**src/rtl/uart_pkg.sv**
```systemverilog
// uart_pkg: constants shared by the UART receiver and transmitter.
//   - default bit timing for 115200 baud on a 25 MHz clock
//   - receiver FSM state encoding
//   - bit positions of the status flags in the 16-bit status/data word
package uart_pkg;

  localparam int CLKS_PER_BIT_DEF = 217;
  localparam int HALF_BIT_DEF     = 108;

  localparam logic [1:0] ST_IDLE  = 2'd0;
  localparam logic [1:0] ST_START = 2'd1;
  localparam logic [1:0] ST_DATA  = 2'd2;
  localparam logic [1:0] ST_STOP  = 2'd3;

  localparam int BUSY_EMPTY = 15;
  localparam int FRAME_ERR  = 14;

endpackage

```
**src/rtl/uart_sync.sv**
```systemverilog
// uart_sync: two-flop synchronizer for an asynchronous pad input.
// Both flops reset to 1 so an idle-high line is not seen as a falling
// edge while the synchronizer fills.
//   clk   in  system clock
//   reset in  synchronous, active-high reset
//   i_d   in  asynchronous input
//   o_q   out synchronized output
module uart_sync (
  input  logic clk,
  input  logic reset,
  input  logic i_d,
  output logic o_q
);

  logic r_meta;
  logic r_sync;

  always_ff @(posedge clk) begin
    if (reset) begin
      r_meta <= 1'b1;
      r_sync <= 1'b1;
    end else begin
      r_meta <= i_d;
      r_sync <= r_meta;
    end
  end

  assign o_q = r_sync;

endmodule

```
**src/rtl/uart_rx.sv**
```systemverilog
// uart_rx: UART 8N1 receiver with a one-byte buffer.
//   clk   in  system clock
//   reset in  synchronous, active-high reset
//   clear in  one-cycle pulse, marks the buffer empty
//   RX    in  asynchronous serial input, idle high
//   out   out {empty, frame_err, 6'b0, byte}
// Optional feature macro: UART_RX_FRAME_CHECK_EN
//   defined   : a low stop bit discards the byte and sets sticky out[14]
//   undefined : stop bit ignored, out[14] is constant 0
//
// state    | meaning
// ---------+-----------------------------------------------------
// ST_IDLE  | line idle, waiting for rxs low
// ST_START | timing to start-bit mid-point, reject false starts
// ST_DATA  | sampling 8 data bits LSB first at bit mid-points
// ST_STOP  | waiting for stop-bit mid-point, then commit
module uart_rx
  import uart_pkg::*;
#(
  parameter int CLKS_PER_BIT = CLKS_PER_BIT_DEF,
  parameter int HALF_BIT     = HALF_BIT_DEF
) (
  input  logic        clk,
  input  logic        reset,
  input  logic        clear,
  input  logic        RX,
  output logic [15:0] out
);

  localparam logic [15:0] LP_BIT_END  = 16'(CLKS_PER_BIT - 1);
  localparam logic [15:0] LP_HALF_END = 16'(HALF_BIT - 1);

  logic        w_rxs;
  logic        w_ferr;
  logic [1:0]  r_state;
  logic [15:0] r_cnt;
  logic [2:0]  r_idx;
  logic [7:0]  r_shreg;
  logic [7:0]  r_data;
  logic        r_empty;

  uart_sync u_sync (
    .clk   (clk),
    .reset (reset),
    .i_d   (RX),
    .o_q   (w_rxs)
  );

`ifdef UART_RX_FRAME_CHECK_EN
  logic r_ferr;

  always_ff @(posedge clk) begin
    if (reset) begin
      r_ferr <= 1'b0;
    end else if (r_state == ST_STOP && r_cnt == LP_BIT_END && !w_rxs) begin
      r_ferr <= 1'b1;
    end else if (clear) begin
      r_ferr <= 1'b0;
    end
  end

  assign w_ferr = r_ferr;
`else
  assign w_ferr = 1'b0;
`endif

  always_ff @(posedge clk) begin
    if (reset) begin
      r_state <= ST_IDLE;
      r_cnt   <= '0;
      r_idx   <= '0;
      r_shreg <= '0;
      r_data  <= '0;
      r_empty <= 1'b1;
    end else begin
      if (clear) begin
        r_empty <= 1'b1;
      end
      case (r_state)
        ST_IDLE: begin
          if (!w_rxs) begin
            r_state <= ST_START;
            r_cnt   <= '0;
          end
        end
        ST_START: begin
          if (r_cnt == LP_HALF_END) begin
            r_cnt <= '0;
            if (w_rxs) begin
              r_state <= ST_IDLE;
            end else begin
              r_state <= ST_DATA;
              r_idx   <= '0;
            end
          end else begin
            r_cnt <= r_cnt + 16'd1;
          end
        end
        ST_DATA: begin
          if (r_cnt == LP_BIT_END) begin
            // Right shift: the LSB-first bit stream lands in natural order.
            r_shreg <= {w_rxs, r_shreg[7:1]};
            r_cnt   <= '0;
            r_idx   <= r_idx + 3'd1;
            if (r_idx == 3'd7) begin
              r_state <= ST_STOP;
            end
          end else begin
            r_cnt <= r_cnt + 16'd1;
          end
        end
        ST_STOP: begin
          if (r_cnt == LP_BIT_END) begin
            // Back to IDLE at the stop-bit mid-point so an immediately
            // following start bit is caught. Commit overrides clear.
            r_state <= ST_IDLE;
            r_cnt   <= '0;
`ifdef UART_RX_FRAME_CHECK_EN
            if (w_rxs) begin
              r_data  <= r_shreg;
              r_empty <= 1'b0;
            end
`else
            r_data  <= r_shreg;
            r_empty <= 1'b0;
`endif
          end else begin
            r_cnt <= r_cnt + 16'd1;
          end
        end
        default: begin
          r_state <= ST_IDLE;
          r_cnt   <= '0;
        end
      endcase
    end
  end

  always_comb begin
    out             = '0;
    out[BUSY_EMPTY] = r_empty;
    out[FRAME_ERR]  = w_ferr;
    out[7:0]        = r_data;
  end

endmodule
```
**config.mk**
```make
export PLATFORM = sky130hd
export DESIGN_NAME = uart_rx
export DESIGN_NICKNAME = d
export VERILOG_FILES = /design/src/rtl/uart_pkg.sv /design/src/rtl/uart_sync.sv /design/src/rtl/uart_rx.sv
export SDC_FILE = /design/constraint.sdc
export NUM_CORES = 1
export LEC_CHECK = 0
export ABC_AREA = 1
export ABC_CLOCK_PERIOD_IN_PS = 1800
export BUFFER_PORTS_ARGS = -buffer_cell sky130_fd_sc_hd__buf_2
export CORE_MARGIN = 4
export CORE_UTILIZATION = 50
export DETAILED_ROUTE_END_ITERATION = 6
export HOLD_SLACK_MARGIN = 0.03
export PLACE_DENSITY = 0.67
export SYNTH_ARGS = -nofsm -noshare
export SYNTH_HDL_FRONTEND = slang
export SYNTH_SLANG_ARGS = --single-unit
```
**constraint.sdc**
```tcl
create_clock -name clk -period 1.8 [get_ports clk]
set_clock_uncertainty 0.2 [all_clocks]
set_input_delay 0.18 -clock clk [delete_from_list [all_inputs] [get_ports clk]]
set_output_delay 0.18 -clock clk [all_outputs]
set_load 0.01 [all_outputs]
```
==> metrics.txt, run 1 <==
Synth Register Bits 40; CP endpoint kind register; total number of yosys warnings 0; peak supply drop 580 uV; antenna violations before repair 0; Initial Util 0.523; pre-CTS setup slack ~33 ps; Layout area overhead 14.5%; Final Max Tran Viols 0; cells along the critical path inv_1, ha_1, nand3_2, nor2_4, nand2_8, buf_4, nand3_1, nand3_1, nand2_1, inv_1; Syn Area/Cell 6.71 um^2; Vias/cell 5.05; Final Hold Vio Count 0; worst hold path type reg2reg; Reg2Reg Depth 10; Compound-Gate Fraction of Synth Area 0.115; row cnt 23; Antenna Diode Count 0; post-DP HPWL 3320 um; Crit Path Category reg2reg; status completed; routed vias around 1,900; die height 72.9 um; clock root buffer clkbuf_8; Pleak 1.02 nW; Residual DRC 0; FF-to-FF End r_cnt[7]$_SDFFE_PP0P_; routed len/inst 12.0 um; final setup vio count 0; vias in the first global route roughly 1,700; TritonCTS clock tree built; CTS Buffer Depth 2; pin count of the biggest net entering global routing 21; share of cells above drive strength 1 0.158; Core ar. 4030 um^2; R2R Setup Slk ~69 ps; Slowest cell on crit path dfxtp_2; RR Startpoint r_cnt[0]$_SDFFE_PP0P_; Routed WL 4640 um; post-synthesis mux area share 0; placed insts 371; Max-cap violations 0; CTS Sinks 40; worst hold slack 215 ps; critical path arrival 1730 ps; register area share after synthesis 0.380; most frequent cells in the layout nand2_1 (99), dfxtp_1 (35), a21oi_1 (31), inv_1 (27); die width 72.9 um; Die Footprint 5310 um^2; crit path to r_cnt[7]$_SDFFE_PP0P_; f_max between 500 and 600 MHz; Worst-path clk slew 80 ps; 1st-pass router iterations 4; Post-Synth XOR/XNOR Area 0.00832; Layout Cells excl Fill 385; most common cell after layout, fill and taps aside nand2_1; Critical Path Source r_cnt[0]$_SDFFE_PP0P_; Final ANT Viol Nets 0; main combinational cell family by area after synthesis simple AND/OR/NAND/NOR gates; gr usage total 0.190; final setup margin 68.9 ps; pwr dens 779 nW/um^2; Worst EP required 1800 ps; Synth cell types 29; CTS buffer count 5; Adder-Cell Fraction of Synth Area 0.0238; final net count 342; Synth Instances 314; Final period util 0.962; CP max stage delay 360 ps; number of I/O port buffers 12; Final Wtd Congestion 0.933; Worst-Skew Late Latency 300 ps; first-pass GRT wire length ~7900 um; final period demand of the worst path roughly 1700 ps; DR iter-0 viols ~130; CTS H-tree lvls 2; Worst Path Max Fanout 7; # IOs 20; Synth Area in Simple Gates 0.367; startpoint types register; grt ovf 0; synthesized cell area 2110 um^2
[layout make-up]
class,count,area [um^2]
clock inverters,3,46.3
repair buffers,23,150
flip-flops and latches,40,807
multi-input cells,234,1160
inverters,30,118
well taps,50,62.6
clock buffers,5,68.8
fillers,387,1620
[metrics by stage]
| stage | TNS, ps | total power [W] | area, um^2 | util |
|---|---|---|---|---|
| final | 0 | 0.00188 | 2410 | 0.598 |
| after global routing | -217 | 0.00195 | 2410 | 0.598 |
| after CTS | 0 | 0.00188 | 2330 | 0.579 |
| after detailed placement | 0 | 0.00112 | 2190 | 0.543 |
| after global placement | 0 | 0.00112 | 2190 | 0.543 |
| after floorplan | 0 | 0.00108 | 2130 | - |
[synth_stat cells]
| cell type | count | area [um^2] |
|---|---|---|
| a21oi_1 | 31 | 155 |
| nand3b_2 | 1 | 11.3 |
| buf_4 | 9 | 67.6 |
| nand3b_1 | 2 | 15.0 |
| inv_1 | 27 | 101 |
| nand2_2 | 5 | 31.3 |
| dfxtp_1 | 40 | 801 |
| nor2_4 | 2 | 22.5 |
| nand3_1 | 28 | 140 |
| conb_1 | 1 | 3.75 |
| buf_2 | 2 | 10.0 |
| a21boi_0 | 1 | 7.51 |
| nor2_8 | 1 | 20.0 |
| o21ai_1 | 1 | 5.00 |
| or2_2 | 2 | 12.5 |
| nor2_1 | 26 | 97.6 |
| inv_2 | 3 | 11.3 |
| clkbuf_1 | 5 | 18.8 |
| ha_1 | 4 | 50.1 |
| o211ai_1 | 3 | 22.5 |
| o21ai_0 | 9 | 45.0 |
| nand2_1 | 100 | 375 |
| nand4_1 | 3 | 18.8 |
| buf_6 | 1 | 11.3 |
| nor2_2 | 1 | 6.26 |
| xnor2_1 | 2 | 17.5 |
| o22ai_1 | 1 | 6.26 |
| nor3_1 | 2 | 10.0 |
| nand2_4 | 1 | 11.3 |
[layer usage]
metal / track usage / routed length [um]
met1: 0.262 / 2250
met5: 0 / 0
met3: 0.0413 / 176
met2: 0.294 / 2140
met4: 0.0635 / 79
[worst min path at each step]
stage                             startpoint                       end  slack (ps)  depth (start not counted)
detailed placement                        RX  u_sync.r_meta$_SDFF_PP1_         170                          2
finish              u_sync.r_meta$_SDFF_PP1_     u_sync.o_q$_SDFF_PP1_         210                          1
global route        u_sync.r_meta$_SDFF_PP1_     u_sync.o_q$_SDFF_PP1_         230                          1
floorplan                                 RX  u_sync.r_meta$_SDFF_PP1_          80                          1
CTS                 u_sync.r_meta$_SDFF_PP1_     u_sync.o_q$_SDFF_PP1_         220                          1
global placement                          RX  u_sync.r_meta$_SDFF_PP1_         170                          2
[flip-flops by register name, indices dropped and copies added (netlist names), named ones only]
| signal | count |
|---|---|
| r_empty | 1 |
| r_shreg | 8 |
| r_data | 8 |
| u_sync.o_q | 1 |
| r_cnt | 16 |
| r_idx | 3 |
| r_state | 1 |
| u_sync.r_meta | 1 |
[critical path: cells and delay by family, from the launching register on]
family,cells,cell delay (ps)
buffers and inverters,3,270
and+or+nand+nor,6,630
adders and majority gates,1,170
DFF,1,360
[what timing repair did]
| item | CTS | global route |
|---|---|---|
| endpoints found under the hold margin | 8 | 0 |
| resized for setup | 0 | 14 |
| endpoints found under the setup margin | 0 | 26 |
| setup buffers | 0 | 2 |
| hold buffers | 3 | 0 |
[power by group]
part           internal (W)  leakage [nW]  total [W]  switching, W
registers          0.000900         0.325   0.000923     0.0000230
logic             0.0000626         0.636   0.000188      0.000125
clock network      0.000418        0.0548   0.000767      0.000349
total               0.00138          1.02    0.00188      0.000497
[cells by family (layout without fill, tap and decap cells)]
kind of cell	count (synthesis)	after routing
other	1	7
buffers and inverters	47	61
DFF	40	40
adders and majority gates	4	4
and+or+nand+nor	174	175
AOI/OAI and AO/OA	46	46
xor gates and xnor gates	2	2
No activity file was read; power rests on OpenSTA's default activity.
==> inputs of run 2 (changes only) <==
--- a/config.mk
+++ b/config.mk
@@ -13,6 +13,7 @@
 export DETAILED_ROUTE_END_ITERATION = 6
 export HOLD_SLACK_MARGIN = 0.03
 export PLACE_DENSITY = 0.67
+export SETUP_SLACK_MARGIN = 0.15
 export SYNTH_ARGS = -nofsm -noshare
 export SYNTH_HDL_FRONTEND = slang
 export SYNTH_SLANG_ARGS = --single-unit
==> metrics.txt, run 2 (same netlist as run 1, synthesis figures left out) <==
status completed; FF-to-FF End r_data[2]$_SDFFE_PP0P_; number of I/O port buffers 12 (unchanged); startpoint types register; met2 GRT Util 0.310 (+0.0160); Fillers 350 (-9.6%); Biggest register r_cnt; Antenna Diode Count 0 (unchanged); row cnt 23 (unchanged); Worst EP required 1790 ps (about the same); Die Footprint 5310 um^2 (unchanged); Crit Path Category reg2reg; DR iter-0 viols 140 (+4.5%); Final Hold Vio Count 0 (unchanged); Final Wtd Congestion 0.933 (unchanged); f_max 607 MHz (+5.2%); RSZ-0062 raised after global routing true; grt ovf 0 (unchanged); Initial Util 0.523 (unchanged); Final ANT Viol Nets 0 (unchanged); Reg2Reg Depth 9 (-1); critical path arrival 1630 ps (-100 ps); clock root buffer clkbuf_8; most frequent cells in the layout nand2_1 (88), a21oi_1 (27), dfxtp_1 (25), inv_1 (23), nor2_1 (19); placed insts 371 (unchanged); TritonCTS clock tree built; Worst-Skew Late Latency 300 ps (about the same); largest registers r_cnt (16), r_data (8), r_shreg (8); R2R Setup Slk 150 ps (+80 ps); 1st-pass router iterations 4 (unchanged); most common cell after layout, fill and taps aside nand2_1; share of cells above drive strength 1 0.309 (+0.151); peak supply drop 560 uV (-3.5%); RR Startpoint r_cnt[0]$_SDFFE_PP0P_; hold path start u_sync.r_meta$_SDFF_PP1_; hold endpoint u_sync.o_q$_SDFF_PP1_; CTS buffer count 5 (unchanged); Worst Path Max Fanout 8 (+1); first-pass GRT wire length 8050 um (+2.1%); final period demand of the worst path 1650 ps (-84.8 ps); final setup vio count 0 (unchanged); die height 72.9 um (unchanged); antenna violations before repair 0 (unchanged); max reg flops 16 (unchanged); vias in the first global route 1,717 (+0.23%); M3 GR Usage 0.0413 (unchanged); Final period util 0.915 (-0.0471); gr usage total 0.195 (+0.00545); CTS Buffer Depth 2 (unchanged); pre-CTS setup slack 32.8 ps (unchanged); Routed WL 4910 um (+5.8%); # IOs 20 (unchanged); Final Max Tran Viols 0 (unchanged); post-DP HPWL 3320 um (unchanged); routed vias 1,989 (+2.3%); GR Layer Usage met1 0.265 (+0.00255); worst hold path type reg2reg; die width 72.9 um (unchanged); Hold Path Depth 1 (unchanged); pin count of the biggest net entering global routing 21 (unchanged); Layout Cells excl Fill 390 (+1.3%); CTS Sinks 40 (unchanged); CP endpoint kind register; Worst-path clk slew 80 ps (about the same); final setup margin 154 ps (+84.8 ps); Vias/cell 5.10 (+0.95%); Pleak 1.10 nW (+7.9%); CTS H-tree lvls 2 (unchanged); Core ar. 4030 um^2 (unchanged); setup_tns 0 ps (unchanged); final net count 347 (+1.5%); pwr dens 723 nW/um^2 (-7.1%); Max-cap violations 0 (unchanged); routed len/inst 12.6 um (+4.5%); Residual DRC 0 (unchanged); Layout area overhead 25.9%; layer with the highest usage met2
-- run 2: area by class of cell --
cell class	count	area (um^2)	share of cell area
clock buffer	5	68.8	0.0260
clock inverter	3	46.3	0.0175
inverter	30	130	0.0491
multi-input combinational	234	1310	0.494
sequential	40	832	0.314
tap	50	62.6	0.0236
timing repair buffer	27	196	0.0741
timing repair inverter	1	5.00	0.00189
-- run 2: how the worst max path moves through the flow --
| stage | start | endpoint | slack, ps | cells past startpoint |
|---|---|---|---|---|
| after floorplan | r_cnt[0]$_SDFFE_PP0P_ | r_cnt[0]$_SDFFE_PP0P_ | 240 | 9 |
| after detailed placement | r_cnt[0]$_SDFFE_PP0P_ | r_cnt[0]$_SDFFE_PP0P_ | 30 | 9 |
| after global routing | r_cnt[0]$_SDFFE_PP0P_ | r_cnt[0]$_SDFFE_PP0P_ | 60 | 8 |
| final | r_cnt[0]$_SDFFE_PP0P_ | r_data[2]$_SDFFE_PP0P_ | 150 | 9 |
| after CTS | r_cnt[5]$_SDFFE_PP0P_ | r_cnt[0]$_SDFFE_PP0P_ | 140 | 9 |
| after global placement | r_cnt[0]$_SDFFE_PP0P_ | r_cnt[0]$_SDFFE_PP0P_ | 50 | 9 |
-- run 2: per-layer routing --
| layer | part of all wire | up-vias |
|---|---|---|
| met5 | 0 | - |
| met4 | 0.017 | 0 |
| met3 | 0.046 | 9 |
| met2 | 0.48 | 36 |
| met1 | 0.46 | 898 |
| li1 | - | 1046 |
-- run 2: timing repair --
action | 4_1_cts | 5_1_grt
setup endpoints to repair | 29 | 37
buffers inserted | 1 | 5
hold buffers | 3 | 0
cloned | 1 | 1
pin swaps | 3 | 18
endpoints found under the hold margin | 8 | 0
resized for setup | 12 | 69
-- run 2: where the power goes --
part / switching [W] / internal, W
Combinational: 0.000141 / 0.0000832
Clock: 0.000352 / 0.000418
Sequential: 0.0000257 / 0.000898
Total: 0.000519 / 0.00140
-- run 2: through the flow --
step	total power, W	area [um^2]	utilization	hold WS [ps]
2_1_floorplan	0.00108	2130	-	83.8
3_3_place_gp	0.00112	2190	0.543	165
3_5_place_dp	0.00112	2190	0.543	168
4_1_cts	0.00189	2400	0.595	217
5_1_grt	0.00199	2650	0.658	232
6_report	0.00192	2650	0.658	215
-- run 2: critical path: stages (launching register included) --
cell and delay, ps:
dfxtp_4 370, inv_4 60, ha_4 130, nand3_4 70, nor2_4 180, nand2_4 140, nor2_8 190, inv_8 80
nand2_2 60, a21oi_1 50
